### src/rtl/cpu_step_pkg.sv
// cpu_step_pkg: shared definitions for the CPU step controller.
//   state_e                 - controller state encoding (IDLE / RUN / BREAK)
//   DEBOUNCE_CYCLES_DEF     - default key debounce time (10 ms at 50 MHz)
//   RUN_DIV_DEF             - default free-run step period (10 Hz at 50 MHz)
package cpu_step_pkg;

  typedef enum logic [1:0] {
    IDLE  = 2'd0,
    RUN   = 2'd1,
    BREAK = 2'd2
  } state_e;

  localparam int DEBOUNCE_CYCLES_DEF = 500000;
  localparam int RUN_DIV_DEF         = 5000000;

endpackage

### src/rtl/key_debounce.sv
// key_debounce: 2-flop synchroniser + debouncer for one raw key.
// Ports:
//   clock    in   system clock
//   reset    in   synchronous, active-high reset
//   key_i    in   raw key level (active-high), asynchronous to clock
//   press_o  out  one-cycle pulse when the accepted level rises 0->1
// The synchronised key must differ from the accepted level for
// DEBOUNCE_CYCLES consecutive cycles before the accepted level flips.
module key_debounce
  import cpu_step_pkg::*;
#(
  parameter int DEBOUNCE_CYCLES = DEBOUNCE_CYCLES_DEF
) (
  input  logic clock,
  input  logic reset,
  input  logic key_i,
  output logic press_o
);

  localparam int CW = (DEBOUNCE_CYCLES > 1) ? $clog2(DEBOUNCE_CYCLES) : 1;

  logic          s1_q, s2_q;
  logic          lvl_q, lvl_d;
  logic [CW-1:0] cnt_q, cnt_d;
  logic          toggle;

  // Flip on the last cycle of a full disagreement run.
  assign toggle  = (s2_q != lvl_q) && (cnt_q == CW'(DEBOUNCE_CYCLES - 1));
  // Press fires in the same cycle the level is about to rise, so the
  // registered step pulse downstream lands one cycle later.
  assign press_o = toggle & ~lvl_q;

  always_comb begin
    lvl_d = lvl_q ^ toggle;
    cnt_d = cnt_q + CW'(1);
    if ((s2_q == lvl_q) || toggle) cnt_d = '0;
  end

  always_ff @(posedge clock) begin
    if (reset) begin
      s1_q  <= 1'b0;
      s2_q  <= 1'b0;
      lvl_q <= 1'b0;
      cnt_q <= '0;
    end else begin
      s1_q  <= key_i;
      s2_q  <= s1_q;
      lvl_q <= lvl_d;
      cnt_q <= cnt_d;
    end
  end

endmodule

### src/rtl/cpu_step_ctrl.sv
// cpu_step_ctrl: generates the one-cycle CPU step enable from a debounced
// step key (manual mode) or a divided clock (free-run mode), with an
// optional PC breakpoint that halts free-run before fetching bp_addr.
// Ports:
//   clock, reset   system clock, synchronous active-high reset
//   key_step       raw step key (active-high, async)
//   sw_run         1 = free-run, 0 = manual step (async)
//   bp_en, bp_addr breakpoint enable and PC value
//   pc, fetch_state current CPU PC, high in the CPU fetch state
//   cpu_step_en    registered one-cycle step pulse
//   running        state is RUN
//   halted_bp      state is BREAK
//   step_count     pulses issued since reset (wraps)
// Build option: define CPU_STEP_BP_EN to include the breakpoint comparator.
// Without it BREAK is unreachable, halted_bp is 0 and the breakpoint
// inputs are ignored.
module cpu_step_ctrl
  import cpu_step_pkg::*;
#(
  parameter int DEBOUNCE_CYCLES = DEBOUNCE_CYCLES_DEF,
  parameter int RUN_DIV         = RUN_DIV_DEF,
  parameter int CNT_W           = 16
) (
  input  logic             clock,
  input  logic             reset,
  input  logic             key_step,
  input  logic             sw_run,
  input  logic             bp_en,
  input  logic [7:0]       bp_addr,
  input  logic [7:0]       pc,
  input  logic             fetch_state,
  output logic             cpu_step_en,
  output logic             running,
  output logic             halted_bp,
  output logic [CNT_W-1:0] step_count
);

  localparam int DW = (RUN_DIV > 1) ? $clog2(RUN_DIV) : 1;

  state_e           state_q, state_d;
  logic [DW-1:0]    div_q, div_d;
  logic             en_q, en_d;
  logic [CNT_W-1:0] cnt_q;
  logic             run_s1_q, run_s2_q;
  logic             press;
  logic             bp_hit;
  logic             div_end;

  key_debounce #(
    .DEBOUNCE_CYCLES(DEBOUNCE_CYCLES)
  ) u_key (
    .clock  (clock),
    .reset  (reset),
    .key_i  (key_step),
    .press_o(press)
  );

`ifdef CPU_STEP_BP_EN
  assign bp_hit    = bp_en && (pc == bp_addr) && fetch_state;
  assign halted_bp = (state_q == BREAK);
`else
  logic unused_bp;
  assign unused_bp = ^{bp_en, bp_addr, pc, fetch_state};
  assign bp_hit    = 1'b0;
  assign halted_bp = 1'b0;
`endif

  assign div_end = (div_q == DW'(RUN_DIV - 1));

  // sw_run low wins over press and breakpoint; breakpoint wins over
  // the run pulse (the pulse is swallowed and BREAK entered instead).
  always_comb begin
    state_d = state_q;
    div_d   = div_q;
    en_d    = 1'b0;
    case (state_q)
      IDLE: begin
        en_d = press;
        if (run_s2_q) begin
          state_d = RUN;
          div_d   = '0;
        end
      end
      RUN: begin
        if (!run_s2_q) begin
          state_d = IDLE;
        end else if (div_end) begin
          div_d = '0;
          if (bp_hit) state_d = BREAK;
          else        en_d    = 1'b1;
        end else begin
          div_d = div_q + DW'(1);
        end
      end
      BREAK: begin
        if (!run_s2_q) begin
          state_d = IDLE;
        end else if (press) begin
          en_d    = 1'b1;
          state_d = RUN;
          div_d   = '0;
        end
      end
      default: state_d = IDLE;
    endcase
  end

  always_ff @(posedge clock) begin
    if (reset) begin
      state_q  <= IDLE;
      div_q    <= '0;
      en_q     <= 1'b0;
      cnt_q    <= '0;
      run_s1_q <= 1'b0;
      run_s2_q <= 1'b0;
    end else begin
      state_q  <= state_d;
      div_q    <= div_d;
      en_q     <= en_d;
      cnt_q    <= cnt_q + CNT_W'(en_q);
      run_s1_q <= sw_run;
      run_s2_q <= run_s1_q;
    end
  end

  assign cpu_step_en = en_q;
  assign running     = (state_q == RUN);
  assign step_count  = cnt_q;

endmodule

### config.mk
export PLATFORM = sky130hd
export DESIGN_NAME = cpu_step_ctrl
export DESIGN_NICKNAME = d
export VERILOG_FILES = /design/src/rtl/cpu_step_pkg.sv /design/src/rtl/key_debounce.sv /design/src/rtl/cpu_step_ctrl.sv
export SDC_FILE = /design/constraint.sdc
export NUM_CORES = 1
export LEC_CHECK = 0
export ABC_AREA = 1
export CAP_MARGIN = 20
export CORE_MARGIN = 10
export CORE_UTILIZATION = 51
export DETAILED_ROUTE_END_ITERATION = 6
export GPL_ROUTABILITY_DRIVEN = 0
export PLACE_DENSITY = 0.76
export SLEW_MARGIN = 20
export SYNTH_ARGS = -nofsm -noshare
export SYNTH_HDL_FRONTEND = slang
export SYNTH_SLANG_ARGS = --single-unit
### constraint.sdc
create_clock -name clock -period 1.5 [get_ports clock]
set_input_delay 0.3 -clock clock [delete_from_list [all_inputs] [get_ports clock]]
set_output_delay 0.3 -clock clock [all_outputs]
set_load 0.01 [all_outputs]
# Word level (Yosys, flattened, before mapping)
# Index checks and enable logic that the tools add are counted.
[classes]
n_addsub = 3
mul = 0
div_mod_pow = 0
order_cmp = 0
eq_ne = 12
shifts = 0
mux = 16
bitwise = 3
reduce_logical = 7
[ops]
columns = ["operator", "n"]
rows = [
  ["$mux 23", 5],
  ["$pmux 23 s3", 1],
  ["$add 23x1->23 const B", 1],
  ["$eq 23x23->1 const B", 1],
  ["$add 19x1->19 const B", 1],
  ["$eq 19x19->1 const B", 1],
  ["$add 16x1->16", 1],
  ["$mux 2", 4],
  ["$ne 2x2->1 const B", 4],
  ["$pmux 2 s3", 1],
  ["$reduce_and 5->1", 1],
  ["$mux 1", 4],
  ["$ne 3x3->1 const B", 1],
  ["$pmux 1 s3", 1],
  ["$reduce_and 3->1", 1],
  ["$reduce_bool 3->1", 1],
  ["$eq 2x1->1 const B", 1],
  ["$eq 2x2->1 const B", 1],
  ["$logic_not 2->1", 1],
  ["$ne 2x1->1 const B", 1],
  ["$reduce_or 2->1", 1],
  ["$and 1x1->1", 1],
  ["$eq 1x1->1", 1],
  ["$logic_and 1x1->1", 1],
  ["4 further kinds", 4],
]
[word_totals]
reg_bits = 66
latchBits = 0
ram_bits = 0
romBits = 0
out_inout_bits = 19
word_cells = 51
memories = 0

# Logic depth before layout (Yosys ltp)
[depth]
word_depth = 6
ltp_mapped = 10
mapped_depth_nobuf = 10

# Hierarchy
# A second synthesis with hierarchy kept.
[unflattened]
cells_unflattened = 515
hier_area_um2 = 3537.1
[by_module_without_submodules]
columns = ["mod", "n_inst", "cells_per_inst", "area_each_um2", "seq_area_each_um2"]
rows = [
  ["cpu_step_ctrl", 1, 362, 2368.5, 860.8],
  ["key_debounce", 1, 153, 1168.6, 440.4],
]

# Worst setup path after synthesis
# OpenSTA, ideal clock, no wires.
[synth_path]
path_type = "reg-to-reg"
from = "register state_q[0]"
to = "register div_q[17]"
arrival_time_ns = 1.693
required_ns = 1.434
path_slack_ns = -0.259
path_stages_with_launch = 9
path_buffers = 1
period_less_slack_ns = 1.759
cell_sequence = "dfxtp_1 buf_2 inv_1 ha_1 nor2_4 inv_2 nor2_4 nand3_2 a21oi_2"
[synth_between]
elab_chain_len = 3
elab_cells_between_ends = 10
classes_between = "6 x eq/ne; 1 x mux; 3 x reduce/logical"
[synth_lines]
columns = ["element", "line_no", "rtl"]
rows = [
  ["start, declared", "cpu_step_ctrl.sv:40", "state_e state_q, state_d;"],
  ["start signal, assigned", "cpu_step_ctrl.sv:117", "state_q <= state_d;"],
  ["$eq 2x2->1 (tied with other cells)", "cpu_step_ctrl.sv:76", "case (state_q)"],
  ["$ne 2x2->1 (no line) (tied with other cells)", "--", ""],
  ["$reduce_and 5->1 (no line)", "--", ""],
  ["end signal, assigned", "cpu_step_ctrl.sv:118", "div_q <= div_d;"],
  ["end, declared", "cpu_step_ctrl.sv:41", "logic [DW-1:0] div_q, div_d;"],
]
# Several ways; a longest one is shown, not always the timed one.
# A chain may end at the register's enable or synchronous reset.

# Final worst setup path
[layout_path]
from = "register cnt_q[0], in the netlist step_count[0]"
to = "register cnt_q[8], in the netlist step_count[8]"
[layout_between]
elab_chain_len = 1
[layout_lines]
columns = ["element", "line_no", "rtl"]
rows = [
  ["start, declared", "cpu_step_ctrl.sv:43", "logic [CNT_W-1:0] cnt_q;"],
  ["start signal, assigned", "cpu_step_ctrl.sv:120", "cnt_q <= cnt_q + CNT_W'(en_q);"],
  ["$add 16x1->16", "cpu_step_ctrl.sv:120", ""],
]
# No other way between the ends.

==> out/results.ini <==
[status]
status=completed

[pwr]
peakVddDrop_mv=0.708
p_leak_nw=1.89
p_per_area_nw_per_um2=854
power.total_mw=4.20

[timing]
rsz0062_at_grt=true
finalCritPeriodShare=0.975
finClkSkew_ps=9.11
clock.fmax_mhz=684
setup_ws_ps=37.4
min_period_ps=1460
setup_viol=0
holdWs_ps=401
drv_slew=0
hold_viol=0

[place]
place_ws_ps=-235
dp_cells=679
io_buffer_count=21
hpwl_um=6370

[worst_setup_path]
crit_top_cell=ha_4
critPathKind=flip-flop to flip-flop
cpPeakStageDelay_ps=360
critical_path_required_ps=1750
cp_slowest_cell=dfxtp_2
crit_family=simple AND/OR/NAND/NOR gates
crit_arrival_ps=1720
worstPathCellList=ha_4, ha_4, nand2_2, inv_2, nand4_1, nor2_4, nand2_1, o21ai_1, a21oi_1
critPathMaxFanout=4
startpoint_type=flip-flop
cp_num_buf_inv=1
end_kind=flip-flop

[drt]
route.detailed.drc=0
drt_first_pass_iters=5
wl_um=9780
num_vias=3847
wire_per_inst_um=13.8
postRouteAntennaNets=0
avgViaCountPerCell=5.41
drtIter0Drc=218

[clock_tree]
cts_tree=built
clk_path_buf_depth=2
cts_hold_repair.buffers=0
numCtsBuffers=9
cts.sinks=65
htreeDepth=3
root_buffer=clkbuf_8
clk_pin_slew_worst_paths_ps=80
clk_latency_ps=360

[global_routing]
grt_max_degree=26
grt-ovfl-total=0
grt_pass1_wl_um=15600
antenna_found_initial=0
grt_pass1_vias=3626
gr-usage-all-layers=0.166

[synth]
synth_edf_count=0
synth_xor_area_frac=0.0216
synthCells=530
synthSimpleGateAreaFrac=0.413
ys_ff_latch=65
syn-mean-instance-area_um2=6.89
async_flop_share=0
yosys_warnings=0
synth_top_family_by_area=simple AND/OR/NAND/NOR gates
synth_nets=558
synthDistinctLibCells=38
synthMuxAreaShare=0
synth-main-ff-cell=dfxtp_1
synthAdderAreaFrac=0.0206
synth-compound-area-share=0.0980
seq_area_frac_synth=0.356
syn_area_um2=3650

[floorplanning]
core_area_um2=6870
rows=30
die-area_um2=10900
die_y_um=105
ios=41
die_x_um=105
start_util=0.532

[run]
maxCapViolations=0

[finish]
syn_to_final_growth_pct=34.6
nets=638
utilization=0.715
drive_above_1_share=0.289
instances_no_fill=711
antenna_cells=0

[worst_hold_path]
min_path_type=flip-flop to flip-flop

==> cells in the mapped netlist (2+ instances only) <==
master,number,area share
nor2_2,8,0.014
inv_1,66,0.068
nor3b_2,2,0.0069
a21o_1,3,0.0062
nor3_2,2,0.0055
clkbuf_1,4,0.0041
nand3_2,13,0.036
nand3_1,41,0.056
nor2_4,5,0.015
a21oi_1,20,0.027
buf_6,2,0.0062
nand2_2,9,0.015
a21oi_2,9,0.022
nand2_1,109,0.11
ha_1,6,0.021
nor3_1,18,0.025
o21bai_1,3,0.0062
nor2_1,83,0.085
dfxtp_1,65,0.36
nand3b_1,2,0.0041
nand4_1,15,0.026
o21ai_0,15,0.021
buf_2,4,0.0055
a31oi_1,3,0.0051
xor2_1,6,0.014
xnor2_1,3,0.0072
nor3b_1,3,0.0062
==> flip-flops by register name (all words and copies together), names as in the netlist, named ones only <==
register / cells
step_count: 16
run_s2_q: 1
cpu_step_en: 1
div_q: 23
state_q: 1
u_key.s1_q: 1
u_key.cnt_q: 19
run_s1_q: 1
u_key.s2_q: 1
==> worst paths after layout <==
| kind | startpoint | endpoint | slack, ps | cells past startpoint |
|---|---|---|---|---|
| hold / removal | u_key.s1_q | u_key.s2_q | 400 | 2 |
| setup / recovery | step_count[0] | step_count[8] | 40 | 9 |
| hold reg to reg | u_key.s1_q | u_key.s2_q | 400 | 2 |
| setup reg to reg | step_count[0] | step_count[8] | 40 | 9 |
==> layout make-up <==
class | count | area (um^2)
Clock buffer | 10 | 138
Clock inverter | 6 | 90.1
Fill cell | 522 | 1960
Inverter | 68 | 268
Multi-Input combinational cell | 387 | 2310
Sequential cell | 65 | 1320
Tap cell | 96 | 120
Timing Repair Buffer | 79 | 673
==> worst reg2reg max path: stages, from the launching register on <==
cell     delay [ps]
dfxtp_2         360
ha_4            150
ha_4            130
nand2_2          50
inv_2            60
nand4_1         160
nor2_4          190
nand2_1          90
o21ai_1         130
a21oi_1          50
==> per-layer routing <==
layer  wire, um  global-route usage
met1       3890               0.186
met2       4930               0.293
met3        658              0.0387
met4        309              0.0775
met5          0                   0
==> metrics by stage <==
step	TNS, ps	instance area [um^2]
after global routing	-790	4910
after CTS	0	4570
after global placement	-1810	4270
after detailed placement	-2540	4270
final	0	4910
after floorplan	0	3680
==> where the power goes <==
part	internal, mW	total [mW]	switching, mW	leakage [nW]
clock	0.987	1.74	0.756	0.113
sequential	1.75	1.78	0.0258	0.530
combinational	0.296	0.678	0.381	1.24
==> layout by cell type (no fill, tap or decap), types with 6 or more instances in the layout <==
master	count
nand3_1	36
a21oi_2	12
nand3_2	13
xor2_1	6
dfxtp_1	54
buf_6	6
nor2_4	15
dfxtp_2	10
nor3_2	6
nand4_1	15
nor2_1	77
inv_1	60
nor3_1	14
dlygate4sd2_1	18
o21ai_0	11
clkbuf_8	10
a21oi_1	17
nand2_4	6
nand2_1	102
nand2_2	12
buf_4	49
==> cells by family after synthesis <==
family          Yosys count
compound gates           57
xor+xnor                  9
fa+ha+maj                 6
buf+inv                  79
flops                    65
other cells               1
simple gates            313
==> timing repair <==
| action | in CTS | in global routing |
|---|---|---|
| buffers inserted | 4 | 9 |
| cloned | 1 | 2 |
| endpoints found under the setup margin | 47 | 49 |
| resized for setup | 36 | 64 |
| pin swaps | 4 | 35 |
(Power assumes the default switching activity.)
